<file path="src/rtl/alu_seq_pkg.sv">
// Shared types for the sequential ALU: opcodes, FSM states, default width.
// Optional multiplier is enabled with the ALU_SEQ_MUL_EN macro.
package alu_seq_pkg;

    localparam int ALU_WIDTH = 10;

    typedef enum logic [2:0] {
        OP_ADD = 3'd0,
        OP_SUB = 3'd1,
        OP_SHL = 3'd2,
        OP_SHR = 3'd3,
        OP_NOR = 3'd4,
        OP_AND = 3'd5,
        OP_OR  = 3'd6,
        OP_MUL = 3'd7
    } op_t;

    typedef enum logic [1:0] {
        IDLE     = 2'd0,
        MUL_BUSY = 2'd1,
        DONE     = 2'd2
    } state_t;

endpackage

</file>
<file path="src/rtl/alu_mul_iter.sv">
// Iterative unsigned shift-add multiplier, one partial product per cycle.
// Only instantiated when ALU_SEQ_MUL_EN is defined.
module alu_mul_iter
    import alu_seq_pkg::*;
#(
    parameter int WIDTH = ALU_WIDTH
) (
    input  logic               clk,
    input  logic               rst_n,
    input  logic               start,
    input  logic [WIDTH-1:0]   a,
    input  logic [WIDTH-1:0]   b,
    output logic               done,
    output logic [2*WIDTH-1:0] prod
);

    localparam int CW = $clog2(WIDTH);

    logic               busy;
    logic [CW-1:0]      cnt;
    logic [2*WIDTH-1:0] acc;
    logic [2*WIDTH-1:0] mcand;
    logic [WIDTH-1:0]   mplier;
    logic [2*WIDTH-1:0] partial;

    assign partial = mplier[0] ? mcand : '0;
    // prod is the accumulator after this cycle's partial product
    assign prod    = acc + partial;
    assign done    = busy && (cnt == CW'(WIDTH - 1));

    always_ff @(posedge clk or negedge rst_n) begin
        if (!rst_n) begin
            busy   <= 1'b0;
            cnt    <= '0;
            acc    <= '0;
            mcand  <= '0;
            mplier <= '0;
        end else if (start) begin
            busy   <= 1'b1;
            cnt    <= '0;
            acc    <= '0;
            mcand  <= {{WIDTH{1'b0}}, a};
            mplier <= b;
        end else if (busy) begin
            acc    <= prod;
            mcand  <= mcand << 1;
            mplier <= mplier >> 1;
            if (done) begin
                busy <= 1'b0;
                cnt  <= '0;
            end else begin
                cnt  <= cnt + 1'b1;
            end
        end
    end

endmodule

</file>
<file path="src/rtl/alu_seq.sv">
// Registered ALU with valid/ready on both sides and status flags.
// Define ALU_SEQ_MUL_EN to build in the iterative multiplier.
module alu_seq
    import alu_seq_pkg::*;
#(
    parameter int WIDTH = ALU_WIDTH,
    parameter int SHW   = $clog2(WIDTH)
) (
    input  logic             clk,
    input  logic             rst_n,
    input  logic             in_valid,
    output logic             in_ready,
    input  logic [2:0]       opcode,
    input  logic [WIDTH-1:0] rs,
    input  logic [WIDTH-1:0] rt,
    input  logic             cin,
    input  logic             bin,
    output logic             out_valid,
    input  logic             out_ready,
    output logic [WIDTH-1:0] result,
    output logic [WIDTH-1:0] result_hi,
    output logic             cout,
    output logic             bout,
    output logic             zero,
    output logic             illegal
);

    state_t state, nxt;
    op_t    op;
    logic   accept;
    logic   is_mul;
    logic   mul_done;

    logic [WIDTH-1:0] alu_res;
    logic             alu_co;
    logic             alu_bo;
    logic             alu_il;
    logic [WIDTH:0]   sum;
    logic [WIDTH:0]   diff;
    logic             sh_big;

    assign op        = op_t'(opcode);
    assign in_ready  = (state == IDLE) || (state == DONE && out_ready);
    assign accept    = in_valid && in_ready;
    assign out_valid = (state == DONE);

`ifdef ALU_SEQ_MUL_EN
    logic [2*WIDTH-1:0] prod;

    assign is_mul = (op == OP_MUL);

    alu_mul_iter #(.WIDTH(WIDTH)) u_mul (
        .clk   (clk),
        .rst_n (rst_n),
        .start (accept && is_mul),
        .a     (rs),
        .b     (rt),
        .done  (mul_done),
        .prod  (prod)
    );
`else
    assign is_mul   = 1'b0;
    assign mul_done = 1'b0;
`endif

    // amounts past the width, including high rs bits, flush to zero
    assign sh_big = (|(rs >> SHW)) || (rs[SHW-1:0] > SHW'(WIDTH - 1));

    always_comb begin
        alu_res = '0;
        alu_co  = 1'b0;
        alu_bo  = 1'b0;
        alu_il  = 1'b0;
        sum     = '0;
        diff    = '0;
        unique case (op)
            OP_ADD: begin
                sum     = {1'b0, rs} + {1'b0, rt} + (WIDTH + 1)'(cin);
                alu_res = sum[WIDTH-1:0];
                alu_co  = sum[WIDTH];
            end
            OP_SUB: begin
                diff    = {1'b0, rs} - {1'b0, rt} - (WIDTH + 1)'(bin);
                alu_res = diff[WIDTH-1:0];
                alu_bo  = diff[WIDTH];
            end
            OP_SHL: alu_res = sh_big ? '0 : (rt << rs[SHW-1:0]);
            OP_SHR: alu_res = sh_big ? '0 : (rt >> rs[SHW-1:0]);
            OP_NOR: alu_res = ~(rs | rt);
            OP_AND: alu_res = rs & rt;
            OP_OR:  alu_res = rs | rt;
            OP_MUL: begin
`ifdef ALU_SEQ_MUL_EN
                alu_il = 1'b0;
`else
                alu_il = 1'b1;
`endif
            end
        endcase
    end

    always_comb begin
        nxt = state;
        unique case (state)
            IDLE: begin
                if (accept) nxt = is_mul ? MUL_BUSY : DONE;
            end
            MUL_BUSY: begin
                if (mul_done) nxt = DONE;
            end
            DONE: begin
                if (out_ready) begin
                    if (accept) nxt = is_mul ? MUL_BUSY : DONE;
                    else        nxt = IDLE;
                end
            end
            default: nxt = IDLE;
        endcase
    end

    always_ff @(posedge clk or negedge rst_n) begin
        if (!rst_n) state <= IDLE;
        else        state <= nxt;
    end

    always_ff @(posedge clk or negedge rst_n) begin
        if (!rst_n) begin
            result    <= '0;
            result_hi <= '0;
            cout      <= 1'b0;
            bout      <= 1'b0;
            zero      <= 1'b0;
            illegal   <= 1'b0;
        end else if (accept && !is_mul) begin
            result    <= alu_res;
            result_hi <= '0;
            cout      <= alu_co;
            bout      <= alu_bo;
            zero      <= ~|alu_res;
            illegal   <= alu_il;
`ifdef ALU_SEQ_MUL_EN
        end else if (mul_done) begin
            result    <= prod[WIDTH-1:0];
            result_hi <= prod[2*WIDTH-1:WIDTH];
            cout      <= 1'b0;
            bout      <= 1'b0;
            zero      <= ~|prod[WIDTH-1:0];
            illegal   <= 1'b0;
`endif
        end
    end

endmodule
</file>
<file path="config.mk">
export PLATFORM = sky130hd
export DESIGN_NAME = alu_seq
export DESIGN_NICKNAME = d
export VERILOG_FILES = /design/src/rtl/alu_seq_pkg.sv /design/src/rtl/alu_mul_iter.sv /design/src/rtl/alu_seq.sv
export SDC_FILE = /design/constraint.sdc
export NUM_CORES = 1
export LEC_CHECK = 0
export ABC_AREA = 1
export CAP_MARGIN = 20
export CORE_MARGIN = 2
export CORE_UTILIZATION = 50
export CTS_CLUSTER_DIAMETER = 40
export DETAILED_ROUTE_END_ITERATION = 8
export GPL_TIMING_DRIVEN = 0
export PLACE_DENSITY = 0.86
export SYNTH_ARGS = -nofsm -noshare
export SYNTH_HDL_FRONTEND = slang
export SYNTH_SLANG_ARGS = --single-unit
</file>
<file path="constraint.sdc">
create_clock -name clk -period 1.6 [get_ports clk]
set_clock_uncertainty 0.2 [all_clocks]
set_input_delay 0.16 -clock clk [delete_from_list [all_inputs] [get_ports clk]]
set_output_delay 0.16 -clock clk [all_outputs]
set_load 0.02 [all_outputs]
</file>
* Word-level counts from Yosys, hierarchy flattened
Index checks and enable logic that the tools add are counted.
Storage, ports and cells: output and inout port bits 26, word-level logic and storage cells 48, register bits 16, input bits 29
Operators by class: mux-type cells 10, add/sub/neg operators 4, magnitude comparators 1, equality and inequality tests 11, reduce and logical (&&, ||, !) cells 10, shifts and indexed selects 2, bitwise gates (word level) 4
Operator list (number):
- 10-bit case mux with 7 select lines | 1
- 10-bit 2-to-1 mux | 2
- 3-bit equality test, second input constant | 4
- 10-bit by 10-bit adder with 11-bit output | 1
- 11-bit by 1-bit adder with 11-bit output | 1
- 10-bit by 10-bit subtractor with 11-bit output | 1
- 11-bit by 1-bit subtractor with 11-bit output | 1
- 10-bit AND | 1
- 10-bit inverter | 1
- 10-bit bitwise OR | 1
- 10-bit OR reduction | 1
- 10-bit by 4-bit << shifter with 10-bit output | 1
- 10-bit by 4-bit right shift with 10-bit output | 1
- 3-bit by 2-bit equality test with 1-bit output, second input constant | 2
- 2-bit 2-to-1 mux | 3
- 2-bit case mux with 3 select lines | 1
- 6-bit OR reduction | 1
- 4-bit greater-than comparator, second input constant | 1
- 3-bit by 1-bit equality test with 1-bit output, second input constant | 1
- 3-bit logical NOT | 1
- 1-bit 2-to-1 mux | 3
- 3-bit AND reduction | 1
- 2-bit by 1-bit equality test with 1-bit output, second input constant | 1
- 2-bit equality test, second input constant | 1
- other kinds (7) | 9

* Longest topological paths before layout
depth after elaboration 7, mapped depth 19, gate-level depth less buffers 18

* Worst setup path before layout
Ideal clock, no wire load.
path type input port to flip-flop, start input rs[3], end register zero, buffers on the path 1, slack -0.721 ns, data arrival time 2.004 ns, stages 18, library setup time 0.117 ns, required time 1.283 ns, path through inv_1 -> buf_2 -> ha_1 -> ha_1 -> nand2_1 -> inv_1 -> nand2_1 -> nand2_1 -> nand2_1 -> nand3_1 -> nand2_1 -> nand2_1 -> nor2_1 -> nor2_2 -> nand3_1 -> nor2_1 -> nand3_1 -> nand2_1
Between the ends: cells in the longest elaborated chain, start to end 6, elaborated cells between the ends (all ways) 16, classes of those cells add/sub (4); order compare (1); shift (2); mux (3); bitwise (3); reduce/logical (3)
RTL lines:
- start: declaration | line alu_seq.sv:14 | input logic [WIDTH-1:0] rs,
- branches (longest 3 deep; another with 10-bit by 10-bit subtractor with 11-bit output)
- 10-bit case mux with 7 select lines * | line alu_seq.sv:76 | unique case (op)
- 10-bit OR reduction * | line alu_seq.sv:139 | zero <= ~|alu_res;
- 1-bit logical NOT * | line alu_seq.sv:139
- end signal: assignment | line alu_seq.sv:139
- end: declaration | line alu_seq.sv:24 | output logic zero,
Every way passes the cells marked *. A chain may end at the register's enable or synchronous reset.

* Final worst setup path
start input rt[0], end register zero
Between the ends: cells in the longest elaborated chain, start to end 5, elaborated cells between the ends (all ways) 14, classes of those cells add/sub (4); shift (2); mux (3); bitwise (3); reduce/logical (2)
RTL lines:
- start: declaration | line alu_seq.sv:15 | input logic [WIDTH-1:0] rt,
- 10-bit by 10-bit subtractor with 11-bit output, or another cell as far along | line alu_seq.sv:83 | diff = {1'b0, rs} - {1'b0, rt} - (WIDTH + 1)'(bin);
- 11-bit by 1-bit subtractor with 11-bit output, or another cell as far along | line alu_seq.sv:83
- 10-bit case mux with 7 select lines * | line alu_seq.sv:76
- 10-bit OR reduction * | line alu_seq.sv:139
- 1-bit logical NOT * | line alu_seq.sv:139
Mark *: on every way between the ends. The rest lies on a longest branch, timed or not.

==> flow_metrics.py <==
metrics = {
    "timing": {
        "max_freq_mhz": 466.4,
        "max_slew_margin": 0.5368,
        "worst_pin_slew_ns": 0.6926,
        "rsz0062_at_grt": "yes",
        "fin_crit_ns": 2.144,
        "slew_violations": 0,
        "setup_violations": 13,
        "hold_viol": 0,
        "finalWorstSetupSlack_ns": -0.5439,
        "post-route-period-util": 1.340,
    },
    "logic_synthesis": {
        "netlist_area_mm2": 0.003226,
        "async_reset_ff_frac": 1.000,
        "post-synth-top-area-cell": "nand2_1",
        "yosysTopAreaCellShare": 0.2095,
        "synth_area_leaders": "nand2_1 21%, ha_1 15%, dfrtp_1 12%, nand3_1 10%, inv_1 9.5%",
        "synth-seq-cells": 15,
        "synth-edff-count": 0,
        "ys_warn_count": 0,
        "avgSynthCellArea_um2": 5.689,
        "yosysUniqueCellTypes": 33,
        "ys_seq_area_frac": 0.1164,
        "synth_ff_type": "dfrtp_1",
        "synth_cells": 567,
    },
    "layout": {
        "syn2layout_area_growth_pct": 48.02,
        "final-instance-count-excl-fill": 731,
        "fin_area_mm2": 0.004775,
        "nets": 727,
        "num_antenna_cells": 0,
        "drive_gt1_frac": 0.3379,
        "layout_commonest_cell": "nand2_1",
        "final_cell_mix": "151 x nand2_1, 56 x inv_1, 44 x nand3_1",
    },
    "die": {
        "dieArea_mm2": 0.007110,
        "ios": 55,
        "start_util": 0.5139,
        "fp.dieW_um": 84.32,
        "coreArea_mm2": 0.006277,
        "die_y_um": 84.32,
        "row_count": 29,
    },
    "routing": {
        "wl_per_cell_um": 16.70,
        "antenna_left": 0,
        "vias_per_cell": 5.658,
        "drtIter0Drc": 279,
        "vias": 4136,
        "drt-pass1-iter-count": 5,
        "remaining_drc_errors": 0,
        "routed_wl_um": 12210,
    },
    "grt": {
        "antenna_found_initial": 0,
        "overflow": 0,
        "grt_pass1_wl_um": 18950,
        "grt_max_degree": 16,
        "grt_pass1_vias": 4014,
        "grt_use_total": 0.3304,
    },
    "run_status": {
        "violations": "negative setup slack",
        "status": "complete, but fails checks",
    },
    "critical_path": {
        "crit_path_end_kind": "flip-flop",
        "timing.rr.start": "state[1]",
        "r2r_cells": 11,
        "path_class": "input port to flip-flop",
        "reg2reg_slack_ns": -0.24,
        "arrival_ns": 2.14,
        "critical_path.max_fanout": 3,
        "crit_start": "rt[0]",
        "r2r-end": "zero",
        "cp-start-kind": "input port",
        "required_ns": 1.60,
    },
    "clocking": {
        "cts.htree.levels": 1,
        "cts_tree": "built",
        "clk_pin_slew_ns": 0.07,
        "cts.sinks": 15,
        "cts_inserted_buffers": 3,
        "clockRootBuffer": "clkbuf_8",
        "clockBufferDepth": 2,
        "clk_latency_ns": 0.26,
    },
    "pwr": {
        "vdd_ir_drop_max_uv": 533.2,
        "p_per_area_mw_per_mm2": 529.4,
        "p_leak_nw": 2.519,
        "power_mw": 2.528,
    },
    "placement": {
        "dp.cells": 697,
        "dp_hpwl_um": 8837,
        "portBuffers": 44,
        "placement.cell_area_mm2": 0.003918,
        "place_congestion": 0.9490,
    },
    "worst_hold_path": {
        "min_path_type": "input port to asynchronous set/reset pin",
    },
    "flow_run": {
        "drv_cap": 0,
    },
}
## synth_stat cells (all sizes together), types with 2 or more instances
master / number
nand2: 182
inv: 88
nand3: 69
nor2: 64
ha: 39
o21ai: 24
a21oi: 23
buf: 18
dfrtp: 15
nand4: 13
a31oi: 5
fa: 4
nand3b: 4
nor3: 3
o21a: 3
clkbuf: 2
clkinv: 2
o221ai: 2
## flip-flops by register name, indices dropped and copies added (netlist names)
name / cells
zero: 1
cout: 1
illegal: 1
bout: 1
result: 10
state: 1
## how the worst max path moves through the flow
stage          slack [ns]  endpoint  cells past startpoint
2_1_floorplan       -0.44      zero                     16
3_3_place_gp        -1.58      zero                     18
3_5_place_dp        -1.64      zero                     18
4_1_cts             -0.53      zero                     17
5_1_grt             -0.65      zero                     17
6_report            -0.54      zero                     17
## kinds of logic after synthesis
family | synth area share
buf+inv | 0.1490
fa+ha+maj | 0.1761
simple gates | 0.4523
xor+xnor | 0.002716
flops | 0.1164
other cells | 0.001163
compound gates | 0.1024
## layout make-up
| type | instances | area [um^2] |
|---|---|---|
| flip-flops and latches | 15 | 375.4 |
| multi-input cells | 451 | 3023 |
| inverters | 90 | 370.4 |
| clock buffers | 3 | 41.29 |
| fillers | 502 | 1503 |
| clock inverters | 1 | 5.005 |
| repair buffers | 74 | 698.2 |
| well taps | 77 | 96.34 |
| plain buffers | 20 | 165.2 |
## stage by stage
step | hold slack [ns] | setup slack, ns | utilization | TNS (ns)
5_1_grt | 0.1670 | -0.6522 | 0.7606 | -5.369
2_1_floorplan | -0.3356 | -0.4423 | - | -3.430
4_1_cts | 0.1381 | -0.5301 | 0.7351 | -4.127
6_report | 0.1196 | -0.5439 | 0.7606 | -4.284
3_5_place_dp | 0.2662 | -1.642 | 0.6241 | -18.13
3_3_place_gp | 0.2638 | -1.583 | 0.6241 | -17.66
## metal layers
layer  global-route usage  wire [um]
met5                    0          0
met4               0.1760        799
met3              0.04818        975
met2               0.5556       5596
met1               0.4072       4835
## repair_timing
action,4_1_cts,5_1_grt
pin swaps,52,53
buffers inserted,30,4
setup endpoints to repair,16,24
endpoints found under the hold margin,0,0
gates resized for setup,211,62
hold buffers,0,0
gates cloned,1,0
## critical path: stages
cell,delay (ns)
buf_12,0.10
inv_12,0.03
fa_2,0.59
ha_4,0.22
nor2_4,0.08
nor2_2,0.04
nand2_1,0.07
nand3_2,0.08
nor2_4,0.13
nand2_2,0.08
inv_4,0.06
nand2_4,0.04
nor2_4,0.11
nand3_2,0.08
nor2_2,0.12
nand3_1,0.08
nand2_1,0.08
## power by group
group | internal [mW] | switching (mW) | total (mW)
Clock | 0.173 | 0.149 | 0.322
Sequential | 0.430 | 0.0275 | 0.458
Combinational | 0.728 | 1.02 | 1.75
Total | 1.33 | 1.20 | 2.53
(Power assumes the default switching activity.)
